<file path="config.mk">
export PLATFORM = sky130hd
export DESIGN_NAME = divide_sequencer
export DESIGN_NICKNAME = d
export VERILOG_FILES = /design/src/rtl/divide_sequencer.sv
export SDC_FILE = /design/constraint.sdc
export NUM_CORES = 1
export LEC_CHECK = 0
export BUFFER_PORTS_ARGS = -buffer_cell sky130_fd_sc_hd__buf_4
export CAP_MARGIN = 20
export CORE_ASPECT_RATIO = 0.9
export CORE_MARGIN = 2
export CORE_UTILIZATION = 45
export CTS_CLUSTER_DIAMETER = 50
export CTS_CLUSTER_SIZE = 14
export DETAILED_ROUTE_END_ITERATION = 6
export HOLD_SLACK_MARGIN = 0.15
export PLACE_DENSITY = 0.67
export SYNTH_ARGS = -nofsm -noshare
export SYNTH_HDL_FRONTEND = slang
export SYNTH_SLANG_ARGS = --single-unit
</file>
<file path="constraint.sdc">
create_clock -name i_clock -period 2.9 [get_ports i_clock]
set_clock_uncertainty 0.2 [all_clocks]
set_input_delay 0.435 -clock i_clock [delete_from_list [all_inputs] [get_ports i_clock]]
set_output_delay 0.435 -clock i_clock [all_outputs]
set_load 0.02 [all_outputs]
</file>
<file path="src/rtl/divide_sequencer.sv">
// Iterative radix-2 restoring divider for the execute stage: one quotient bit per clock,
// sign handled by magnitude pre-conversion and post-negation, start/busy/done handshake.
module divide_sequencer #(
  parameter int WIDTH = 32
) (
  input  logic             i_clock,
  input  logic             i_reset_n,
  input  logic             i_start,
  input  logic             i_is_signed,
  input  logic [WIDTH-1:0] i_numer,
  input  logic [WIDTH-1:0] i_denom,
  input  logic             i_abort,
  output logic             o_busy,
  output logic             o_done,
  output logic [WIDTH-1:0] o_quotient,
  output logic [WIDTH-1:0] o_remainder,
  output logic             o_divide_by_zero
);

  // state | meaning
  // IDLE  | waiting for start; results held
  // RUN   | one restoring-division step per edge, WIDTH edges
  // FIX   | apply signs, publish results, pulse done
  typedef enum logic [1:0] {S_IDLE, S_RUN, S_FIX} state_t;

  localparam int CW = $clog2(WIDTH) + 1;

  state_t           r_state;
  state_t           w_next;
  logic             w_busy;
  logic [CW-1:0]    r_cnt;
  logic [WIDTH-1:0] r_rem;
  logic [WIDTH-1:0] r_quo;
  logic [WIDTH-1:0] r_div;
  logic             r_neg_q;
  logic             r_neg_r;
  logic             r_dbz_pend;
  logic             r_done;
  logic [WIDTH-1:0] r_quotient;
  logic [WIDTH-1:0] r_remainder;
  logic             r_dbz;

  logic             w_numer_neg;
  logic             w_denom_neg;
  logic [WIDTH-1:0] w_numer_mag;
  logic [WIDTH-1:0] w_denom_mag;
  logic             w_denom_zero;
  logic [WIDTH:0]   w_shift;
  logic [WIDTH+1:0] w_diff;
  logic             w_borrow;

  assign w_numer_neg  = i_is_signed & i_numer[WIDTH-1];
  assign w_denom_neg  = i_is_signed & i_denom[WIDTH-1];
  // -2^(W-1) negates to itself, which read unsigned is the correct magnitude
  assign w_numer_mag  = w_numer_neg ? -i_numer : i_numer;
  assign w_denom_mag  = w_denom_neg ? -i_denom : i_denom;
  assign w_denom_zero = (i_denom == '0);

  assign w_shift  = {r_rem, r_quo[WIDTH-1]};
  assign w_diff   = {1'b0, w_shift} - {2'b00, r_div};
  assign w_borrow = w_diff[WIDTH+1];

  always_ff @(posedge i_clock or negedge i_reset_n) begin
    if (!i_reset_n) begin
      r_state <= S_IDLE;
    end else begin
      r_state <= w_next;
    end
  end

  always_comb begin
    w_next = r_state;
    w_busy = 1'b0;
    case (r_state)
      S_IDLE: begin
        if (i_start) w_next = w_denom_zero ? S_FIX : S_RUN;
      end
      S_RUN: begin
        w_busy = 1'b1;
        if (r_cnt == CW'(1)) w_next = S_FIX;
      end
      S_FIX: begin
        w_busy = 1'b1;
        w_next = S_IDLE;
      end
      default: w_next = S_IDLE;
    endcase
    if (i_abort) w_next = S_IDLE;
  end

  always_ff @(posedge i_clock or negedge i_reset_n) begin
    if (!i_reset_n) begin
      r_cnt       <= '0;
      r_rem       <= '0;
      r_quo       <= '0;
      r_div       <= '0;
      r_neg_q     <= 1'b0;
      r_neg_r     <= 1'b0;
      r_dbz_pend  <= 1'b0;
      r_done      <= 1'b0;
      r_quotient  <= '0;
      r_remainder <= '0;
      r_dbz       <= 1'b0;
    end else begin
      r_done <= 1'b0;
      if (!i_abort) begin
        case (r_state)
          S_IDLE: begin
            if (i_start) begin
              r_cnt <= CW'(WIDTH);
              // a zero divisor preloads the final answer so FIX can publish it unchanged
              if (w_denom_zero) begin
                r_quo      <= '1;
                r_rem      <= i_numer;
                r_div      <= '0;
                r_neg_q    <= 1'b0;
                r_neg_r    <= 1'b0;
                r_dbz_pend <= 1'b1;
              end else begin
                r_quo      <= w_numer_mag;
                r_rem      <= '0;
                r_div      <= w_denom_mag;
                r_neg_q    <= w_numer_neg ^ w_denom_neg;
                r_neg_r    <= w_numer_neg;
                r_dbz_pend <= 1'b0;
              end
            end
          end
          S_RUN: begin
            r_rem <= w_borrow ? w_shift[WIDTH-1:0] : w_diff[WIDTH-1:0];
            r_quo <= {r_quo[WIDTH-2:0], ~w_borrow};
            r_cnt <= r_cnt - CW'(1);
          end
          S_FIX: begin
            r_quotient  <= r_neg_q ? -r_quo : r_quo;
            r_remainder <= r_neg_r ? -r_rem : r_rem;
            r_dbz       <= r_dbz_pend;
            r_done      <= 1'b1;
          end
          default: ;
        endcase
      end
    end
  end

  assign o_busy           = w_busy;
  assign o_done           = r_done;
  assign o_quotient       = r_quotient;
  assign o_remainder      = r_remainder;
  assign o_divide_by_zero = r_dbz;

endmodule

</file>
# Word level (Yosys, flattened, before mapping)
# Cells that the tools add are included.
dict set report classes {
  n_bitwise 5
  n_mux 25
  n_addsub 6
  eq_ne 6
  reduce_logical 8
}
# operator n
set op_table {}
lappend op_table {{32-bit 2-to-1 mux} 10}
lappend op_table {{32-bit negation} 4}
lappend op_table {{32-bit one-hot mux with 2 select lines} 2}
lappend op_table {{33-bit by 32-bit subtractor with 34-bit output} 1}
lappend op_table {{32-bit logical NOT} 1}
lappend op_table {{6-bit one-hot mux with 2 select lines} 1}
lappend op_table {{2-bit 2-to-1 mux} 4}
lappend op_table {{6-bit by 1-bit equality test with 1-bit output (second input constant)} 1}
lappend op_table {{1-bit 2-to-1 mux} 6}
lappend op_table {{6-bit 2-to-1 mux} 1}
lappend op_table {{3-bit != test (second input constant)} 2}
lappend op_table {{3-bit AND reduction} 2}
lappend op_table {{6-bit by 1-bit subtractor with 6-bit output (second input constant)} 1}
lappend op_table {{2-bit one-hot mux with 2 select lines} 1}
lappend op_table {{2-bit AND reduction} 2}
lappend op_table {{1-bit bitwise AND} 2}
lappend op_table {{2-bit by 1-bit equality test with 1-bit output (second input constant)} 1}
lappend op_table {{2-bit equality test (second input constant)} 1}
lappend op_table {{2-bit logical NOT} 1}
lappend op_table {{2-bit != test (second input constant)} 1}
lappend op_table {{1-bit inverter} 2}
lappend op_table {{2-bit nonzero test} 1}
lappend op_table {{2-bit OR reduction} 1}
lappend op_table {{1-bit XOR} 1}
dict set report totals {
  word_cells 62
  register_bits 173
  out_inout_bits 67
  in_bits 69
}

# Longest topological paths before layout
# Gate-level depths: netlist of run 1.
dict set report logic_depth {
  word_depth 5
  mapped_depth 12
  ltp_nobuf 11
}

# Worst setup path after synthesis of run 1
# Ideal clock, no wire load.
dict set report synth_path {
  kind {reg-to-reg}
  start {register r_rem[19]}
  end {register r_rem[4]}
  arrival_ns 2.804
  n_path_buf 2
  synth_period_minus_slack_ns 3.136
  required_time_ns 2.567
  stages_incl_launch_ff 12
  slack_ns -0.236
  setup_ns 0.133
  cell_sequence {dfrtp_1 -> ha_1 -> clkbuf_1 -> a21oi_1 -> o21ai_0 -> nor4_1 -> a22oi_1 -> a221oi_1 -> clkbuf_1 -> nor2_1 -> a21oi_1 -> o22ai_1}
}
dict set report synth_between {
  elab_chain_cells 3
}
# element line
set synth_rtl {}
lappend synth_rtl {{start: declaration} 32} ;# logic [WIDTH-1:0] r_rem;
lappend synth_rtl {{start signal: assignment} 114} ;# r_rem <= i_numer;
lappend synth_rtl {{start signal: assignment} 130} ;# r_rem <= w_borrow ? w_shift[WIDTH-1:0] : w_diff[WIDTH-1:0];
lappend synth_rtl {{33-bit by 32-bit subtractor with 34-bit output} 60} ;# assign w_diff = {1'b0, w_shift} - {2'b00, r_div};
lappend synth_rtl {{32-bit 2-to-1 mux} 130}
lappend synth_rtl {{32-bit one-hot mux with 2 select lines} 107} ;# case (r_state)
# No other way between the ends.
# A chain may end at the register's enable or synchronous reset.

# Worst setup path after layout of run 1
dict set report layout_path {
  start {register r_rem[1]}
  end {register r_rem[13]}
}
# Same word-level chain as after synthesis.

==> qor.yml, run 1 <==
synthesis:
  async_flop_share: 1.00
  syn_nets: 1502
  avgSynthCellArea_um2: 8.25
  syn-instance-count: 1391
  ys_warn_count: 0
  synth_top_cell_area_share: 0.377
  yosysUniqueCellTypes: 62
  synth-seq-cells: 173
  syn_area_um2: 11500
  synth_edf_count: 0
  yosysSeqAreaShare: 0.377
  yosys.area.top_type: "dfrtp_1"
  ys_top_cells_by_area: "dfrtp_1, o21ai_0, xor2_1"
  synthFlopType: "dfrtp_1"
hold_path:
  min_path_type: "in -> reg"
  whs_path_depth: 3
  hold_path_end: "r_div[28]"
  min_from: "i_denom[28]"
sta:
  tightest_slew_ns: 1.06
  fin_setup_tns_ns: -5.59
  relSlewSlack: 0.294
  max_freq_ghz: 0.318
  worst_slack_ns: -0.248
  post-route-min-period_ns: 3.15
  hold_violations: 0
  fin_crit_sh: 1.09
  rsz0062_at_grt: "yes"
  setup_viol: 35
  finalMaxSlewViolations: 0
detailed_routing:
  drt-initial-drc-count: 891
  antenna_left: 0
  drt-vias-per-instance: 5.61
  wl_mm: 38.1
  wl_per_cell_um: 18.2
  drc: 0
  vias: 11800
  first_pass_iters: 5
die:
  fp.dieH_um: 155
  rows: 55
  ios: 136
  initial_core_util: 0.457
  die_area_um2: 26800
  fp.coreArea_um2: 25100
  dieWidth_um: 172
cells_and_area:
  final_common_cell: "buf_4"
  multi_input_area_um2: 7360
  drive_above_1_share: 0.309
  fillCellCount: 2120
  finish.net_count: 1857
  syn_to_final_growth_pct: 42.3
  final_cell_mix: "buf_4, nand2_1, o21ai_0, dfrtp_1"
  regArea_um2: 4340
  num_antenna_cells: 0
setup_path:
  r2r_end: "r_rem[13]"
  crit_path_start_kind: "register"
  crit_start: "r_rem[1]"
  critPathRequiredTime_ns: 3.03
  timing.rr.start: "r_rem[1]"
  r2r_setup_slack_ns: -0.25
  crit_top_cell: "buf_4"
  worstSetupPathType: "reg -> reg"
  slowest_delay_ns: 0.46
  crit_fanout: 5
  crit_path_end_kind: "register"
  arrival_ns: 3.28
  slowest_stage: "dfrtp_2"
  rr_worst_depth: 12
  crit_path_cell_trace: "ha_4 -> o21a_1 -> o31ai_4 -> buf_4 -> a211o_1 -> a22oi_2 -> buf_4 -> a221o_2 -> buf_12 -> buf_16 -> a211oi_2 -> a221o_1"
global_route:
  grt_pass1_vias: 10900
  antenna_found_initial: 0
  use_met2: 0.429
  met1_usage: 0.391
  grt_pass1_wl_mm: 57.8
  grt_use_total: 0.276
  busiest_layer: "met2"
  grt_max_degree: 59
  use_met3: 0.0494
  gr-total-overflow: 0
cts:
  cts_buffers: 17
  cts_tree: "yes"
  clockRootBuffer: "clkbuf_16"
  insertion_delay_ns: 0.45
  clock-sinks: 173
  clk_pin_slew_worst_paths_ns: 0.08
  clk_path_buf_depth: 2
  htree_levels: 4
place:
  port_buffers: 135
  post-dp-hpwl_mm: 28.1
  place_congestion: 0.930
job:
  cap_violations: 0
run_status:
  status: "complete, but fails checks"
  violations: "setup timing"
power_and_ir_drop:
  pwr_density_cell_nw_per_um2: 1010
  ir_drop_mv: 0.567
  p_total_w: 0.0165
  power.leakage_nw: 7.33
-- power breakdown --
part / total, W / leakage (nW) / internal (W) / switching, W
combinational: 0.0102 / 4.82 / 0.00493 / 0.00530
clock: 0.00231 / 0.278 / 0.00115 / 0.00116
sequential: 0.00394 / 2.23 / 0.00322 / 0.000717
total: 0.0165 / 7.33 / 0.00930 / 0.00717
-- cell usage after synthesis, drive strengths merged (6+ instances only) --
library cell and number:
mux2i 7, a21oi 102, nand3 19, xnor2 56, nand2b 19, xor2 86
nor2b 10, o31ai 27, dfrtp 173, nor3 31, o21ai 198, a21o 10
buf 13, nor4 14, or4 15, a221o 9, a21boi 6, inv 61
nor2 85, a22oi 14, nand2 199, o211ai 8, o41ai 17, ha 41
clkbuf 57, a31oi 17, o22ai 14, a211oi 12, or3 13, nand4 7
-- stage by stage --
| step | setup slack [ns] | util | hold slack, ns | instances | instance area (µm²) |
|---|---|---|---|---|---|
| after detailed placement | -0.326 | 0.579 | 0.208 | 2019 | 14500 |
| after global placement | -0.330 | 0.579 | 0.204 | 2019 | 14500 |
| after CTS | -0.145 | 0.621 | 0.150 | 2081 | 15600 |
| final | -0.248 | 0.650 | 0.144 | 2101 | 16300 |
| after floorplan | -0.0976 | - | -0.0606 | 1391 | 11600 |
| after global routing | -0.286 | 0.650 | 0.159 | 2101 | 16300 |
-- worst max path at each step --
stage | end | slack (ns) | cells past startpoint
floorplan | o_remainder[28] | -0.1 | 8
global route | r_rem[2] | -0.29 | 13
CTS | r_rem[19] | -0.15 | 12
finish | r_rem[13] | -0.25 | 12
global placement | r_quo[30] | -0.33 | 9
detailed placement | r_quo[30] | -0.33 | 9
-- flip-flops by register name, indices dropped and copies added (netlist names) --
register	count
o_done	1
o_divide_by_zero	1
r_div	32
r_state	2
r_neg_r	1
o_quotient	32
r_cnt	6
r_neg_q	1
r_dbz_pend	1
r_rem	32
o_remainder	32
r_quo	32
-- timing repair --
item / 4_1_cts / 5_1_grt
hold endpoints to repair: 67 / 0
gates cloned: 3 / 3
setup buffers: 2 / 18
pin swaps: 12 / 50
hold buffers: 25 / 0
setup endpoints to repair: 38 / 54
resized for setup: 44 / 124
-- kinds of logic (layout without fill, tap and decap cells) --
kind of cell / after synthesis / in the layout / share of synthesized area
compound gates: 465 / 465 / 0.244
simple gates: 430 / 430 / 0.173
flops: 173 / 173 / 0.377
fa+ha+maj: 42 / 42 / 0.0465
mux: 8 / 8 / 0.00709
buf+inv: 131 / 499 / 0.0436
xor+xnor: 142 / 142 / 0.108
-- metal layers --
| layer | wire, µm | vias to the layer above | share of wire |
|---|---|---|---|
| met5 | 0 | - | 0 |
| met4 | 1160 | 0 | 0.030 |
| met3 | 2650 | 76 | 0.069 |
| met2 | 17200 | 444 | 0.45 |
| met1 | 17100 | 5580 | 0.45 |
| li1 | - | 5680 | - |
-- critical path, delay by kind of cell, from the launching register on --
family,cells,cell delay [ns]
AO/OA/AOI/OAI,7,1.49
flip-flops,1,0.46
adder cells (fa/ha/maj),1,0.29
buffers and inverters,4,0.58
-- final cells by class --
cell class,instances,share of cell area
well taps,342,0.0262
multi-input cells,1087,0.451
clock inverters,15,0.00950
inverters,61,0.0140
clock buffers,17,0.0261
repair buffers,406,0.208
flip-flops and latches,173,0.266
Power figures use the tool's default switching activity.
==> run 2, diff against run 1 <==
Settings changed: BUFFER_PORTS_ARGS -buffer_cell sky130_fd_sc_hd__buf_4 to unset, CAP_MARGIN 20 to unset, DONT_BUFFER_PORTS set to 1, PLACE_DENSITY 0.67 to unset, SKIP_CTS_REPAIR_TIMING set to 1.
==> run 2 against run 1 <==
The run ends with hold timing, setup timing left; total power is 11% lower; global-route usage is 1.2 points lower; sequential share of layout area increased by 2.6 points; clock power increased by 10%; first-iteration DRC count fell by 15%; count of clock-buffer cells in the layout stayed put; combinational power decreased by 24%; worst hold slack worse by 0.65 ns; register-to-register slack better by 0.06 ns; largest power group unchanged.
==> qor.yml, run 2 (synthesis results as in run 1) <==
cells_and_area:
  final_cell_mix: "nand2_1, buf_4, o21ai_0, dfrtp_1, a21oi_1"
  syn_to_final_growth_pct: 29.7
  num_antenna_cells: 0  # unchanged
  final_cell_area_um2: 14900  # -8.9%
  layout.cells.non_filler: 1960  # -6.7%
  fin_util: 0.592  # -0.0577
  drive_above_1_share: 0.192  # -0.118
  finish.net_count: 1716  # -7.6%
  final_common_cell: "nand2_1"
global_route:
  grt_use_total: 0.264  # -0.0119
  antenna_found_initial: 0  # unchanged
  grt_max_degree: 174  # +190%
  grt_pass1_vias: 10100  # -7.0%
  grt_pass1_wl_mm: 55.0  # -4.8%
  gr-total-overflow: 0  # unchanged
detailed_routing:
  drt-vias-per-instance: 5.68  # +1.4%
  routed.top_layer: "met4"
  first_pass_iters: 4  # -1
  wl_per_cell_um: 18.7  # +3.0%
  drt-initial-drc-count: 756  # -15%
  wl_met1_mm: 16.9  # -0.98%
  wl_met2_mm: 16.0  # -6.9%
  drc: 0  # unchanged
  antenna_left: 0  # unchanged
  wl_mm: 36.7  # -3.9%
  vias: 11100  # -5.4%
  wl_met3_mm: 2.92  # +10%
place:
  dp_cells: 1854  # -8.2%
  place_area_um2: 13200  # -8.9%
  pre_cts_ws_ns: -0.261  # +0.0649 ns
  place_congestion: 0.973  # +4.6%
  post-dp-hpwl_mm: 26.6  # -5.2%
  port_buffers: 0  # -100%
power_and_ir_drop:
  pwr_density_cell_nw_per_um2: 985  # -2.4%
  p_total_w: 0.0146  # -11%
  power.leakage_nw: 6.52  # -11%
  ir_drop_mv: 0.756  # +33%
sta:
  max_freq_ghz: 0.324  # +2.1%
  hold_violations: 173  # +173
  fin_crit_sh: 1.06  # -0.0222
  finalMaxSlewViolations: 0  # unchanged
  post-route-min-period_ns: 3.08  # -0.0643 ns
  rsz0062_at_grt: "yes"
  tightest_slew_ns: 0.670  # -0.389 ns
  worst_slack_ns: -0.184  # +0.0643 ns
  holdWs_ns: -0.510  # -0.655 ns
  relSlewSlack: 0.552  # +0.258
  setup_viol: 10  # -71%
cts:
  clockRootBuffer: "clkbuf_16"
  htree_levels: 4  # unchanged
  insertion_delay_ns: 0.44  # about the same
  cts_buffers: 17  # unchanged
  cts_tree: "yes"
  clk_pin_slew_worst_paths_ns: 0.07  # about the same
  clock-sinks: 173  # unchanged
  clk_path_buf_depth: 2  # unchanged
hold_path:
  min_path_type: "in -> async"
run_status:
  violations: "hold timing, setup timing"
  status: "complete, but fails checks"
die:
  ios: 136  # unchanged
  die_area_um2: 26800  # unchanged
  fp.coreArea_um2: 25100  # unchanged
  dieWidth_um: 172  # unchanged
  rows: 55  # unchanged
  fp.dieH_um: 155  # unchanged
  initial_core_util: 0.457  # unchanged
setup_path:
  worstSetupPathType: "reg -> reg"
  critPathRequiredTime_ns: 3.02  # about the same
  crit_fanout: 4  # -1
  rr_worst_depth: 11  # -1
  crit_path_start_kind: "register"
  crit_path_end_kind: "register"
  arrival_ns: 3.20  # -0.08 ns
job:
  cap_violations: 0  # unchanged
## run 2: path summary, 6_finish.rpt
| check | start | end | slack (ns) |
|---|---|---|---|
| max in group asynchronous | i_reset_n | r_cnt[0] | 2.80 |
| setup reg to reg | r_rem[0] | o_remainder[28] | -0.18 |
| min in group i_clock | i_numer[30] | r_quo[30] | 0.11 |
| hold / removal | i_reset_n | o_remainder[14] | -0.51 |
| hold reg to reg | r_div[12] | r_div[12] | 0.29 |
| setup / recovery | r_rem[0] | o_remainder[28] | -0.18 |
## run 2: cell type report
class | instances | area [µm²]
flip-flops and latches | 173 | 4330
repair buffers | 265 | 2240
inverters | 61 | 229
multi-input cells | 1087 | 7010
well taps | 342 | 428
clock inverters | 15 | 208
fillers | 2291 | 10200
clock buffers | 17 | 425
## run 2: critical path: stages, from the launching register on
cell and delay [ns]:
dfrtp_1 0.42, inv_2 0.11, buf_12 0.11, ha_4 0.12
or3b_4 0.36, or4_4 0.42, or4b_4 0.50, nand2b_4 0.16
nand2b_4 0.18, o31ai_4 0.17, xor2_1 0.16, o21ai_1 0.07
## run 2: metal layers
layer / global-route usage / vias up
met5: 0 / -
met4: 0.0848 / 0
met3: 0.0677 / 38
met2: 0.386 / 383
met1: 0.381 / 5330
li1: - / 5387
## run 2: per-stage QoR
stage | TNS (ns) | hold slack (ns)
floorplan | -0.225 | -0.0606
global placement | -5.57 | -0.0546
detailed placement | -6.96 | -0.0560
CTS | -4.02 | -0.526
global route | -5.04 | -0.532
finish | -1.04 | -0.510
## run 2: report_power, final
group	total (W)	internal (W)	switching (W)
Sequential	0.00438	0.00322	0.00117
Combinational	0.00772	0.00369	0.00403
Clock	0.00254	0.00146	0.00108
==> run 3, diff against run 2 <==
--- a/config.mk
+++ b/config.mk
@@ -10,2 +10,3 @@
 export CORE_UTILIZATION = 45
+export CTS_BUF_LIST = sky130_fd_sc_hd__clkbuf_8 sky130_fd_sc_hd__clkbuf_16
 export CTS_CLUSTER_DIAMETER = 50
--- a/constraint.sdc
+++ b/constraint.sdc
@@ -4,2 +4,2 @@
 set_output_delay 0.435 -clock i_clock [all_outputs]
-set_load 0.02 [all_outputs]
+set_load 0.1 [all_outputs]
==> run 3 against run 2 <==
The run still ends with hold timing, setup timing left; wire length grew 1.9%; critical path depth is the same; combinational power grew 9.7%; global-route usage grew 0.095 points; final cell count grew 1.0%; final area grew 2.4%; sequential power grew 51%; fmax shrank 0.55%; core utilization grew 1.4 points; register-to-register slack lost 0.02 ns; worst setup slack lost 0.017 ns; largest power group unchanged.
==> qor.yml, run 3 (synthesis results as in run 1) <==
cells_and_area:
  final_cell_mix: "buf_4, nand2_1, o21ai_0, dfrtp_1, a21oi_1"
  syn_to_final_growth_pct: 32.8
  final_common_cell: "buf_4"
  fillCellCount: 2187  # -4.5%
  drive_above_1_share: 0.219  # +0.0270
  num_antenna_cells: 0  # unchanged
  fin_util: 0.606  # +0.0140
  finish.net_count: 1736  # +1.2%
cts:
  clock-sinks: 173  # unchanged
  cts_tree: "yes"
  clockRootBuffer: "clkbuf_16"
  htree_levels: 4  # unchanged
  cts_buffers: 17  # unchanged
  clk_pin_slew_worst_paths_ns: 0.07  # about the same
  clk_path_buf_depth: 2  # unchanged
  insertion_delay_ns: 0.45  # about the same
global_route:
  grt_pass1_vias: 10200  # +0.49%
  grt_use_total: 0.265  # +0.000945
  gr-total-overflow: 0  # unchanged
  antenna_found_initial: 0  # unchanged
  grt_pass1_wl_mm: 55.2  # +0.33%
  grt_max_degree: 174  # unchanged
hold_path:
  min_path_type: "in -> async"
place:
  place_congestion: 0.951  # -2.2%
  port_buffers: 0  # unchanged
  pre_cts_ws_ns: -0.270  # -0.00835 ns
  post-dp-hpwl_mm: 26.7  # +0.27%
setup_path:
  worstSetupPathType: "reg -> reg"
  crit_buf_inv: 3  # +1
  slowest_stage: "or4b_4"
  crit_path_start_kind: "register"
  critical_path.top_delay_family: "simple AND/OR/NAND/NOR gates"
  arrival_ns: 3.21  # about the same
  critPathRequiredTime_ns: 3.01  # about the same
  slowest_delay_ns: 0.50  # about the same
  crit_path_end_kind: "register"
  crit_fanout: 3  # -1
  crit_path_cell_trace: "inv_2 -> buf_12 -> ha_4 -> or3b_4 -> or4_4 -> or4b_4 -> nand2b_4 -> buf_4 -> o31ai_4 -> xor2_1 -> o21ai_0"
die:
  die_area_um2: 26800  # unchanged
  dieWidth_um: 172  # unchanged
  fp.dieH_um: 155  # unchanged
  ios: 136  # unchanged
  rows: 55  # unchanged
  fp.coreArea_um2: 25100  # unchanged
  initial_core_util: 0.457  # unchanged
detailed_routing:
  drc: 0  # unchanged
  drt-initial-drc-count: 879  # +16%
  vias: 11200  # +1.0%
  wl_mm: 37.4  # +1.9%
  antenna_left: 0  # unchanged
  drt-vias-per-instance: 5.68  # about the same
  first_pass_iters: 5  # +1
  wl_per_cell_um: 18.9  # +0.89%
sta:
  relSlewSlack: 0.370  # -0.182
  max_freq_ghz: 0.323  # -0.55%
  fin_crit_sh: 1.07  # +0.00583
  holdWs_ns: -0.525  # -0.0147 ns
  finalMaxSlewViolations: 0  # unchanged
  fin_setup_tns_ns: -0.997  # +0.0402 ns
  hold_violations: 173  # unchanged
  worst_slack_ns: -0.201  # -0.0169 ns
  tightest_slew_ns: 0.945  # +0.275 ns
  post-route-min-period_ns: 3.10  # +0.0169 ns
  setup_viol: 14  # +4
  rsz0062_at_grt: "yes"
power_and_ir_drop:
  power.leakage_nw: 6.61  # +1.4%
  pwr_density_cell_nw_per_um2: 1140  # +16%
  p_total_w: 0.0173  # +18%
  ir_drop_mv: 0.660  # -13%
run_status:
  violations: "hold timing, setup timing"
  status: "complete, but fails checks"
job:
  cap_violations: 0  # unchanged
## run 3: changes by cell type in the layout (fill, tap and decap cells not counted), sizes merged
cell	previous run	this run
inv	66	67
clkbuf	17	21
bufinv	4	0
buf	200	219
## run 3: stage by stage
step	std cells	hold slack, ns	instance area, µm²
2_1_floorplan	1391	-0.0606	11600
3_3_place_gp	1859	-0.0531	13300
3_5_place_dp	1859	-0.0552	13300
4_1_cts	1891	-0.534	13800
5_1_grt	1980	-0.540	15200
6_report	1980	-0.525	15200
## run 3: per-layer routing
metal / global-route usage / share of wire
met1: 0.378 / 0.45
met3: 0.0750 / 0.080
met5: 0 / 0
met4: 0.0720 / 0.016
met2: 0.395 / 0.45
## run 3: worst paths after layout
kind	startpoint	endpoint	slack, ns	depth (start not counted)
max	r_rem[0]	o_remainder[24]	-0.20	11
min	i_reset_n	o_remainder[13]	-0.52	0
max reg2reg	r_rem[0]	o_remainder[24]	-0.20	11
min reg2reg	r_div[12]	r_div[12]	0.28	2
max in group asynchronous	i_reset_n	r_div[1]	2.69	0
min in group i_clock	i_numer[30]	r_quo[30]	0.09	3
## run 3: cell type report
class,count,area (µm²),area share
well taps,342,428,0.0281
clock buffers,20,467,0.0306
flip-flops and latches,173,4340,0.285
clock inverters,12,100,0.00657
repair buffers,285,2420,0.159
inverters,61,229,0.0150
multi-input cells,1087,7240,0.476
## run 3: power by group
group	total [W]	leakage (nW)	internal [W]	switching (W)
logic	0.00847	4.11	0.00416	0.00431
clock network	0.00227	0.278	0.00119	0.00109
registers	0.00660	2.22	0.00316	0.00344
total	0.0173	6.61	0.00851	0.00884
## run 3: worst reg2reg max path, delay by kind of cell (launching register included)
kind / cells / cell delay [ns]
and+or+nand+nor: 4 / 1.46
DFF: 1 / 0.39
buffers and inverters: 3 / 0.35
AOI/OAI and AO/OA: 2 / 0.27
xor gates and xnor gates: 1 / 0.17
adders and majority gates: 1 / 0.12
